File: src/rtl/mem_port_arbiter_pkg.sv
// Shared encodings for the two-port memory arbiter: FSM states and requester IDs.
package mem_port_arbiter_pkg;

  typedef enum logic [1:0] {
    ST_IDLE   = 2'd0,
    ST_ACCESS = 2'd1,
    ST_DONE   = 2'd2
  } arb_state_t;

  localparam logic PORT_IF   = 1'b0;
  localparam logic PORT_DATA = 1'b1;

endpackage

File: src/rtl/rr_pick2.sv
// Two-way round-robin pick: a lone request wins outright, a tie goes to the port not served last.
module rr_pick2
  import mem_port_arbiter_pkg::*;
(
  input  logic req0,
  input  logic req1,
  input  logic last,
  output logic grant,
  output logic valid
);

  always_comb begin
    valid = req0 | req1;
    if (req0 && req1) begin
      grant = ~last;
    end else if (req1) begin
      grant = PORT_DATA;
    end else begin
      grant = PORT_IF;
    end
  end

endmodule

File: src/rtl/mem_port_arbiter.sv
// Shares one memory port between instruction fetch (port 0) and data access (port 1),
// one transaction at a time, stalling the waiting side through its BUSYWAIT.
module mem_port_arbiter
  import mem_port_arbiter_pkg::*;
#(
  parameter int AW = 8,
  parameter int DW = 8
) (
  input  logic          CLK,
  input  logic          RESET,
  input  logic          P0_READ,
  input  logic          P0_WRITE,
  input  logic [AW-1:0] P0_ADDRESS,
  input  logic [DW-1:0] P0_WRITEDATA,
  output logic [DW-1:0] P0_READDATA,
  output logic          P0_BUSYWAIT,
  input  logic          P1_READ,
  input  logic          P1_WRITE,
  input  logic [AW-1:0] P1_ADDRESS,
  input  logic [DW-1:0] P1_WRITEDATA,
  output logic [DW-1:0] P1_READDATA,
  output logic          P1_BUSYWAIT,
  output logic          MEM_READ,
  output logic          MEM_WRITE,
  output logic [AW-1:0] MEM_ADDRESS,
  output logic [DW-1:0] MEM_WRITEDATA,
  input  logic [DW-1:0] MEM_READDATA,
  input  logic          MEM_BUSYWAIT
);

  arb_state_t    state;
  logic          owner;
  logic          last;
  logic          op_write;
  logic          p0_req;
  logic          p1_req;
  logic          grant;
  logic          grant_vld;
  logic          gnt_write;
  logic [AW-1:0] gnt_addr;
  logic [DW-1:0] gnt_wdata;

  assign p0_req = P0_READ | P0_WRITE;
  assign p1_req = P1_READ | P1_WRITE;

  // Only the owner is released, and only for the single DONE cycle.
  assign P0_BUSYWAIT = p0_req & ~((state == ST_DONE) && (owner == PORT_IF));
  assign P1_BUSYWAIT = p1_req & ~((state == ST_DONE) && (owner == PORT_DATA));

  rr_pick2 u_pick (
    .req0  (p0_req),
    .req1  (p1_req),
    .last  (last),
    .grant (grant),
    .valid (grant_vld)
  );

  // A request with both READ and WRITE high is a write.
  always_comb begin
    gnt_write = P0_WRITE;
    gnt_addr  = P0_ADDRESS;
    gnt_wdata = P0_WRITEDATA;
    if (grant == PORT_DATA) begin
      gnt_write = P1_WRITE;
      gnt_addr  = P1_ADDRESS;
      gnt_wdata = P1_WRITEDATA;
    end
  end

  always_ff @(posedge CLK) begin
    if (RESET) begin
      state         <= ST_IDLE;
      owner         <= PORT_IF;
      last          <= PORT_DATA;
      op_write      <= 1'b0;
      MEM_READ      <= 1'b0;
      MEM_WRITE     <= 1'b0;
      MEM_ADDRESS   <= '0;
      MEM_WRITEDATA <= '0;
      P0_READDATA   <= '0;
      P1_READDATA   <= '0;
    end else begin
      case (state)
        ST_IDLE: begin
          if (grant_vld) begin
            owner         <= grant;
            op_write      <= gnt_write;
            MEM_ADDRESS   <= gnt_addr;
            MEM_WRITEDATA <= gnt_wdata;
            MEM_WRITE     <= gnt_write;
            MEM_READ      <= ~gnt_write;
            state         <= ST_ACCESS;
          end
        end
        ST_ACCESS: begin
          // The op always runs to completion, even if the owner withdraws.
          if (!MEM_BUSYWAIT) begin
            if (!op_write) begin
              if (owner == PORT_DATA) begin
                P1_READDATA <= MEM_READDATA;
              end else begin
                P0_READDATA <= MEM_READDATA;
              end
            end
            MEM_READ  <= 1'b0;
            MEM_WRITE <= 1'b0;
            state     <= ST_DONE;
          end
        end
        ST_DONE: begin
          last  <= owner;
          state <= ST_IDLE;
        end
        default: state <= ST_IDLE;
      endcase
    end
  end

endmodule

File: config.mk
export PLATFORM = sky130hd
export DESIGN_NAME = mem_port_arbiter
export DESIGN_NICKNAME = d
export VERILOG_FILES = /design/src/rtl/mem_port_arbiter_pkg.sv /design/src/rtl/rr_pick2.sv /design/src/rtl/mem_port_arbiter.sv
export SDC_FILE = /design/constraint.sdc
export NUM_CORES = 1
export LEC_CHECK = 0
export BUFFER_PORTS_ARGS = -buffer_cell sky130_fd_sc_hd__buf_2
export CAP_MARGIN = 15
export CORE_ASPECT_RATIO = 0.7
export CORE_MARGIN = 8
export CORE_UTILIZATION = 44
export CTS_CLUSTER_DIAMETER = 80
export CTS_CLUSTER_SIZE = 25
export DETAILED_ROUTE_END_ITERATION = 6
export PLACE_DENSITY = 0.88
export SETUP_SLACK_MARGIN = 0.02
export SLEW_MARGIN = 40
export SYNTH_ARGS = -nofsm -noshare
export SYNTH_HDL_FRONTEND = slang
export SYNTH_SLANG_ARGS = --single-unit
File: constraint.sdc
create_clock -name CLK -period 2.2 [get_ports CLK]
set_clock_uncertainty 0.1 [all_clocks]
set_input_delay 0.44 -clock CLK [delete_from_list [all_inputs] [get_ports CLK]]
set_output_delay 0.44 -clock CLK [all_outputs]
set_load 0.01 [all_outputs]
== After elaboration in Yosys (flattened, before gate mapping) ==
Cells that the tools add are included.
Operators by class
  multiplexer cells: 13
  eq/ne operators: 4
  bitwise logic cells: 12
  reductions and logical operators: 10
Operators with widths (number)
  8-bit 2-to-1 mux: 2
  4-bit AND reduction: 2
  1-bit NOT: 7
  1-bit 2-to-1 mux: 6
  2-bit 2-to-1 mux: 2
  2-bit != test (second input constant): 2
  1-bit case mux with 2 select lines: 2
  2-bit case mux with 2 select lines: 1
  2-bit AND reduction: 2
  1-bit logical AND: 3
  1-bit OR: 3
  3-bit AND reduction: 1
  1-bit AND: 2
  2-bit by 1-bit equality test with 1-bit output (second input constant): 1
  2-bit equality test (second input constant): 1
  2-bit logical NOT: 1
  2-bit nonzero test: 1
Storage, ports and cells
  logic and storage cells: 49
  register bits: 39
  output and inout bits: 36
  input port bits: 47

== Longest topological paths before layout ==
Gate-level depths: netlist (run 1).
  depth in word-level cells: 7
  depth in mapped cells: 6
  depth with buffers taken out: 4

== Modules after synthesis ==
Synthesis (run 1) repeated with hierarchy kept, for this count alone.
Unflattened totals
  cell total of the unflattened synthesis: 168
  area, all modules: 1675.4 sq um
Modules (own cells, without submodules)
  mem_port_arbiter: area each 1661.6 sq um, sequential area each 780.7 sq um, instances 1, cells each 166
  rr_pick2: area each 13.8 sq um, sequential area each 0.0 sq um, instances 1, cells each 2

== Worst setup path after synthesis (run 1) ==
OpenSTA, ideal clock, no wires.
  path type: in2reg
  from: input MEM_BUSYWAIT
  to: register P1_READDATA[4]
  stages: 6
  buffers on the path: 2
  required time: 1968 ps
  arrival time: 1495 ps
  library setup time: 132 ps
  path slack: 472 ps
  cell sequence: or3b_1 > buf_2 > or3_1 > buf_2 > nand2_1 > a21oi_1
Between the ends
  longest elaborated chain between the ends: 2
Ends and longest elaborated chain
  start, declared: line mem_port_arbiter.sv:28  | input logic MEM_BUSYWAIT
  1-bit NOT (no line)
  4-bit AND reduction (no line)
  end signal, assigned: line mem_port_arbiter.sv:81  | P1_READDATA <= '0;
  end signal, assigned: line mem_port_arbiter.sv:100  | P1_READDATA <= MEM_READDATA;
  end, declared: line mem_port_arbiter.sv:21  | output logic [DW-1:0] P1_READDATA,
No other way between the ends.
A chain may end at the register's enable or synchronous reset.

== Worst setup path in the final report (run 1) ==
  from: register state[0]
  to: register P0_READDATA[2]
Between the ends
  longest elaborated chain between the ends: 2
Ends and longest elaborated chain
  start, declared: line mem_port_arbiter.sv:31  | arb_state_t state;
  start signal, assigned: line mem_port_arbiter.sv:72  | state <= ST_IDLE;
  start signal, assigned: line mem_port_arbiter.sv:92  | state <= ST_ACCESS;
  start signal, assigned: line mem_port_arbiter.sv:107  | state <= ST_DONE;
  2-bit by 1-bit equality test with 1-bit output: line mem_port_arbiter.sv:83  | case (state)
  4-bit AND reduction (no line)
  end signal, assigned: line mem_port_arbiter.sv:80  | P0_READDATA <= '0;
  end signal, assigned: line mem_port_arbiter.sv:102  | P0_READDATA <= MEM_READDATA;
  end, declared: line mem_port_arbiter.sv:15  | output logic [DW-1:0] P0_READDATA,
No other way between the ends.

==> results.ini, run 1 <==
[setup_path]
critPathCaptureType=register
cp_cell_sequence=or3b_1 > or3_1 > nand2_1 > a21oi_1
path_delay_family=simple AND/OR/NAND/NOR gates
crit_buf_inv=0
cp-endpoint=P0_READDATA[2]
reg2reg_slack_ns=0.33
slowest_stage=or3b_1
r2r_end=P0_READDATA[2]
crit_fanout=8
max_stage_delay_ns=0.52
cp_data_required_time_ns=2.26
worstSetupPathType=reg -> reg
arrival_ns=1.93
start_kind=register
critical_path.startpoint=state[0]
crit_cells=4
reg2reg_from=state[0]
rr_worst_depth=4

[layout]
fill_cells=340
ff_latch_area_um2=781
multi_input_area_um2=741
fin_util_pct=62.5
final_cells=337
final_nets=333
areaGrowthSynthToFinish_pct=37.4
drive_gt1_share_pct=35.2
antenna_cells=0

[cts]
cts_hold_buf=0
cts_sinks=39
htree_levels=2
clock_path_buffers=2
cts_setup_buffers=0
cts_tree=built
cts.clk_slew.worst_paths_ns=0.08
cts_resized=0
cts-root-buf=clkbuf_8
clk_latency_ns=0.29
cts_buffers=5

[timing]
tns_ns=0
hold_viol=0
min_period_over_period_pct=84.9
setup_violations=0
fmax_mhz=535
holdWs_ns=0.286
maxSlewViolCount=0
rsz0062_at_grt=false
max_slew_margin_pct=75.0
worst_pin_slew_ns=0.373
finalCriticalPeriod_ns=1.87

[placement]
dp_hpwl_mm=3.60
gp_congestion=0.794
numPortBuffers=82
placedCellCount=329

[grt]
antenna_found_initial=0
met3_usage_pct=6.58
grt_usage_pct=16.4
grt_pass1_vias=1612
top_usage_layer=met2
met2_usage_pct=28.3
grt_max_degree=21
grt_use_met1_pct=18.4
grt_overflow=0
grt_pass1_wl_mm=7.52

[drt]
ant_nets=0
drc_errors=0
finalWirelength_mm=4.74
wire_per_inst_um=14.1
via_per_inst=5.03
num_vias=1694
drtPass1Iterations=4
first_iter_violations=77

[job]
cap_violations=0

[floorplan]
ios=83
rows=18
core_um2=3490
die-area_um2=5820
die_w_um=87.8
fp.dieH_um=66.3
start_util_pct=45.5

[power]
powerDensity_nw_per_um2=796
finalPower_mw=1.74
peakVddDrop_uv=410
p_leak_nw=1.04

[hold_path]
hp-class=in -> reg

[yosys]
ys_warn_count=0
yosys_register_bits=39
synth_area_um2=1590
avgSynthCellArea_um2=7.87
synthesis.nets=249
synth_cell_types=25
ys_seq_area_share_pct=49.1
synth_cells=202

[outcome]
status=finished, final reports clean

-- cells by family after synthesis --
family	synth area share, %
AOI/OAI and AO/OA	22.8
buffers and inverters	4.25
DFF	49.1
and+or+nand+nor	23.9
-- power by group --
| group | total (mW) | switching, mW | internal [mW] |
|---|---|---|---|
| clock | 0.616 | 0.249 | 0.367 |
| sequential | 0.795 | 0.0337 | 0.761 |
| combinational | 0.326 | 0.185 | 0.142 |
-- registers in the layout, indices dropped and copies added, names as in the netlist --
register / cells
MEM_WRITE: 1
op_write: 1
P0_READDATA: 8
last: 1
MEM_ADDRESS: 8
MEM_WRITEDATA: 8
owner: 1
P1_READDATA: 8
MEM_READ: 1
state: 2
-- metal layers --
layer,vias to the layer above,part of all wire (%)
met2,69,48
met1,764,40
met4,0,0.53
met3,5,12
met5,-,0
li1,856,-
-- cell type report --
cell class / count / share of cell area (%)
flip-flops and latches: 39 / 35.8
multi-input cells: 147 / 33.9
repair buffers: 90 / 21.5
clock buffers: 6 / 3.78
well taps: 50 / 2.87
clock inverters: 2 / 1.60
inverters: 3 / 0.516
-- cells in the final DEF (no fill, tap or decap), drive strengths merged, types with 2 or more instances in the layout --
cell type,instances
inv,3
o21ai,2
nor2,24
clkbuf,6
nor3,2
nand2b,2
buf,90
a21oi,36
or3,2
a211oi,17
nand2,51
dfxtp,39
-- through the flow --
step,area (µm²),setup slack (ns)
after floorplan,1590,0.472
after global placement,2070,0.263
after detailed placement,2070,0.232
after CTS,2180,0.347
after global routing,2180,0.277
final,2180,0.333
-- synthesized netlist by cell type (all sizes together) --
cell / number / area (µm²)
nand4: 1 / 6.26
o2bb2ai: 1 / 8.76
nand2: 51 / 191
buf: 6 / 30.0
nand2b: 2 / 12.5
o31ai: 1 / 7.51
or3b: 1 / 8.76
or3: 2 / 12.5
clkbuf: 7 / 26.3
a31oi: 1 / 6.26
nor2b: 1 / 6.26
a211o: 1 / 8.76
a211oi: 17 / 133
a21oi: 36 / 180
nand3: 1 / 5.00
and3: 1 / 6.26
nor2: 24 / 90.1
dfxtp: 39 / 781
inv: 3 / 11.3
o21ai: 2 / 10.0
nand3b: 1 / 7.51
nor3: 2 / 32.5
a21o: 1 / 7.51
-- how the worst min path moves through the flow --
stage,from,end,slack [ns],cells after the start
CTS,P0_ADDRESS[2],MEM_ADDRESS[2],0.28,3
global route,P0_ADDRESS[4],MEM_ADDRESS[4],0.27,3
global placement,P0_READDATA[4],P0_READDATA[4],0.34,2
finish,P0_ADDRESS[2],MEM_ADDRESS[2],0.29,3
floorplan,last,last,0.37,2
detailed placement,P0_READDATA[0],P0_READDATA[0],0.34,2
-- worst min-delay path: cells and delay by family --
| kind | cells | cell delay [ns] |
|---|---|---|
| AO/OA/AOI/OAI | 1 | 0.05 |
| buffers and inverters | 1 | 0.09 |
| AND/OR/NAND/NOR | 1 | 0.04 |
Note: power is estimated with default switching activity, not from simulation.
==> inputs of run 2 (changes only) <==
- clock period: 2.2 -> 1.9 ns (I/O delays scaled with it)
==> results.ini, run 2 (same netlist as run 1, synthesis figures left out) <==
[drt]
drc_errors=0  ; unchanged
finalWirelength_mm=4.59  ; -3.2%
num_vias=1693  ; -0.059%
wire_per_inst_um=13.5  ; -3.8%
ant_nets=0  ; unchanged
first_iter_violations=91  ; +18%
drtPass1Iterations=4  ; unchanged
via_per_inst=4.99  ; -0.65%

[setup_path]
path_delay_family=flip-flops
start_kind=register
slowest_stage=dfxtp_1
cp_common_cell=nor2_1
cp_data_required_time_ns=1.42  ; -0.84 ns
rr_worst_depth=4  ; unchanged
cp_cell_sequence=inv_1 > nor2_1 > nor2_1 > buf_2
arrival_ns=1.30  ; -0.63 ns
max_stage_delay_ns=0.48  ; -0.04 ns
reg2reg_slack_ns=0.18  ; -0.15 ns
crit_fanout=5  ; -3
r2r_end=P1_READDATA[5]
reg2reg_from=state[0]
crit_buf_inv=2  ; +2
critPathCaptureType=output pin
worstSetupPathType=reg -> out

[timing]
min_period_over_period_pct=93.4
fmax_mhz=563
tns_ns=0  ; unchanged
worst_pin_slew_ns=0.358  ; -0.0145 ns
holdWs_ns=0.227  ; -0.0599 ns
finalCriticalPeriod_ns=1.78
rsz0062_at_grt=false
max_slew_margin_pct=76.0  ; +1.0 points
worst_slack_ns=0.125  ; -0.208 ns
maxSlewViolCount=0  ; unchanged
setup_violations=0  ; unchanged
hold_viol=0  ; unchanged

[floorplan]
ios=83  ; unchanged
start_util_pct=45.5  ; unchanged
fp.dieH_um=66.3  ; unchanged
core_um2=3490  ; unchanged
die-area_um2=5820  ; unchanged
die_w_um=87.8  ; unchanged
rows=18  ; unchanged

[layout]
areaGrowthSynthToFinish_pct=39.3
final_cell_area_um2=2210  ; +1.4%
fin_util_pct=63.4  ; +0.86 points
antenna_cells=0  ; unchanged
final_cells=339  ; +0.59%
final_cell_mix=buf_2 (82), nand2_1 (51), dfxtp_1 (39)
final_common_cell=buf_2
final_nets=335  ; +0.60%
drive_gt1_share_pct=35.3  ; +0.10 points

[cts]
cts_resized=0  ; unchanged
cts_buffers=5  ; unchanged
cts_sinks=39  ; unchanged
htree_levels=2  ; unchanged
clk_latency_ns=0.29  ; about the same
cts.clk_slew.worst_paths_ns=0.08  ; about the same
cts_hold_buf=0  ; unchanged
cts_setup_buffers=0  ; unchanged
clock_path_buffers=2  ; unchanged
cts_tree=built
cts-root-buf=clkbuf_8

[power]
powerDensity_nw_per_um2=952  ; +20%
internal-power_mw=1.57  ; +24%
p_seq_share_pct=43.7  ; -2.0 points
netSwitchingFraction_pct=25.3  ; -1.6 points
p_leak_nw=1.05  ; +1.2%
finalPower_mw=2.11  ; +21%
peakVddDrop_uv=527  ; +29%
combPwrFrac_pct=18.0  ; -0.8 points
power_switching_mw=0.534  ; +14%
pwr-share-clk_pct=38.4  ; +2.9 points

[placement]
dp_hpwl_mm=3.53  ; -2.0%
dp_slack_ns=0.118  ; -0.115 ns
gp_congestion=0.820  ; +3.3%
placedCellCount=331  ; +0.61%
placed_area_um2=2080  ; +0.73%
numPortBuffers=82  ; unchanged

[hold_path]
min_to=MEM_ADDRESS[4]
hp-class=in -> reg
hold_path_startpoint=P0_ADDRESS[4]
whs_path_depth=3  ; unchanged

[grt]
grt_max_degree=27  ; +29%
antenna_found_initial=0  ; unchanged
grt_pass1_wl_mm=7.37  ; -2.0%
grt_pass1_vias=1584  ; -1.7%
grt_usage_pct=16.1  ; -0.37 points
grt_overflow=0  ; unchanged

[outcome]
status=finished, final reports clean

[job]
cap_violations=0  ; unchanged

[run 2: cell types whose count changed in the layout (fill, tap and decap cells not counted), sizes merged]
cell,delta
buf,+2
bufinv,+1
clkinv,-1
[run 2: how the worst max path moves through the flow]
stage | from | to | slack, ns | cells after the start
floorplan | MEM_BUSYWAIT | P1_READDATA[4] | 0.23 | 6
global placement | MEM_BUSYWAIT | P0_READDATA[6] | 0.16 | 5
detailed placement | MEM_BUSYWAIT | P1_READDATA[5] | 0.12 | 5
CTS | owner | P1_BUSYWAIT | 0.13 | 4
global route | state[0] | P1_READDATA[3] | 0.09 | 5
finish | owner | P1_BUSYWAIT | 0.12 | 4
[run 2: area by class of cell]
class | instances | area (µm²)
sequential | 39 | 781
timing repair buffer | 92 | 485
multi-input combinational | 147 | 741
clock buffer | 6 | 72.6
tap | 50 | 62.6
fill | 319 | 1280
clock inverter | 2 | 60.1
inverter | 3 | 11.3
[run 2: power groups by stage]
stage	combinational (mW)	clock, mW	sequential (mW)
after floorplan	0.182	0	0.963
after global placement	0.376	0	0.936
after detailed placement	0.380	0	0.940
after CTS	0.384	0.820	0.921
after global routing	0.426	0.863	0.928
final	0.379	0.808	0.921
[run 2: worst register-to-register path: cells and delay by family (launching register included)]
family | cells | cell delay, ns
flip-flops | 1 | 0.40
AO/OA/AOI/OAI | 1 | 0.07
AND/OR/NAND/NOR | 3 | 1.02
[run 2: metal layers]
layer  up-vias  part of all wire [%]  global-route usage (%)
met2        65                    46                    25.6
met1       763                    43                    18.6
li1        861                     -                       -
met3         4                    11                    7.82
met5         -                     0                       0
met4         0                  0.48                    4.69
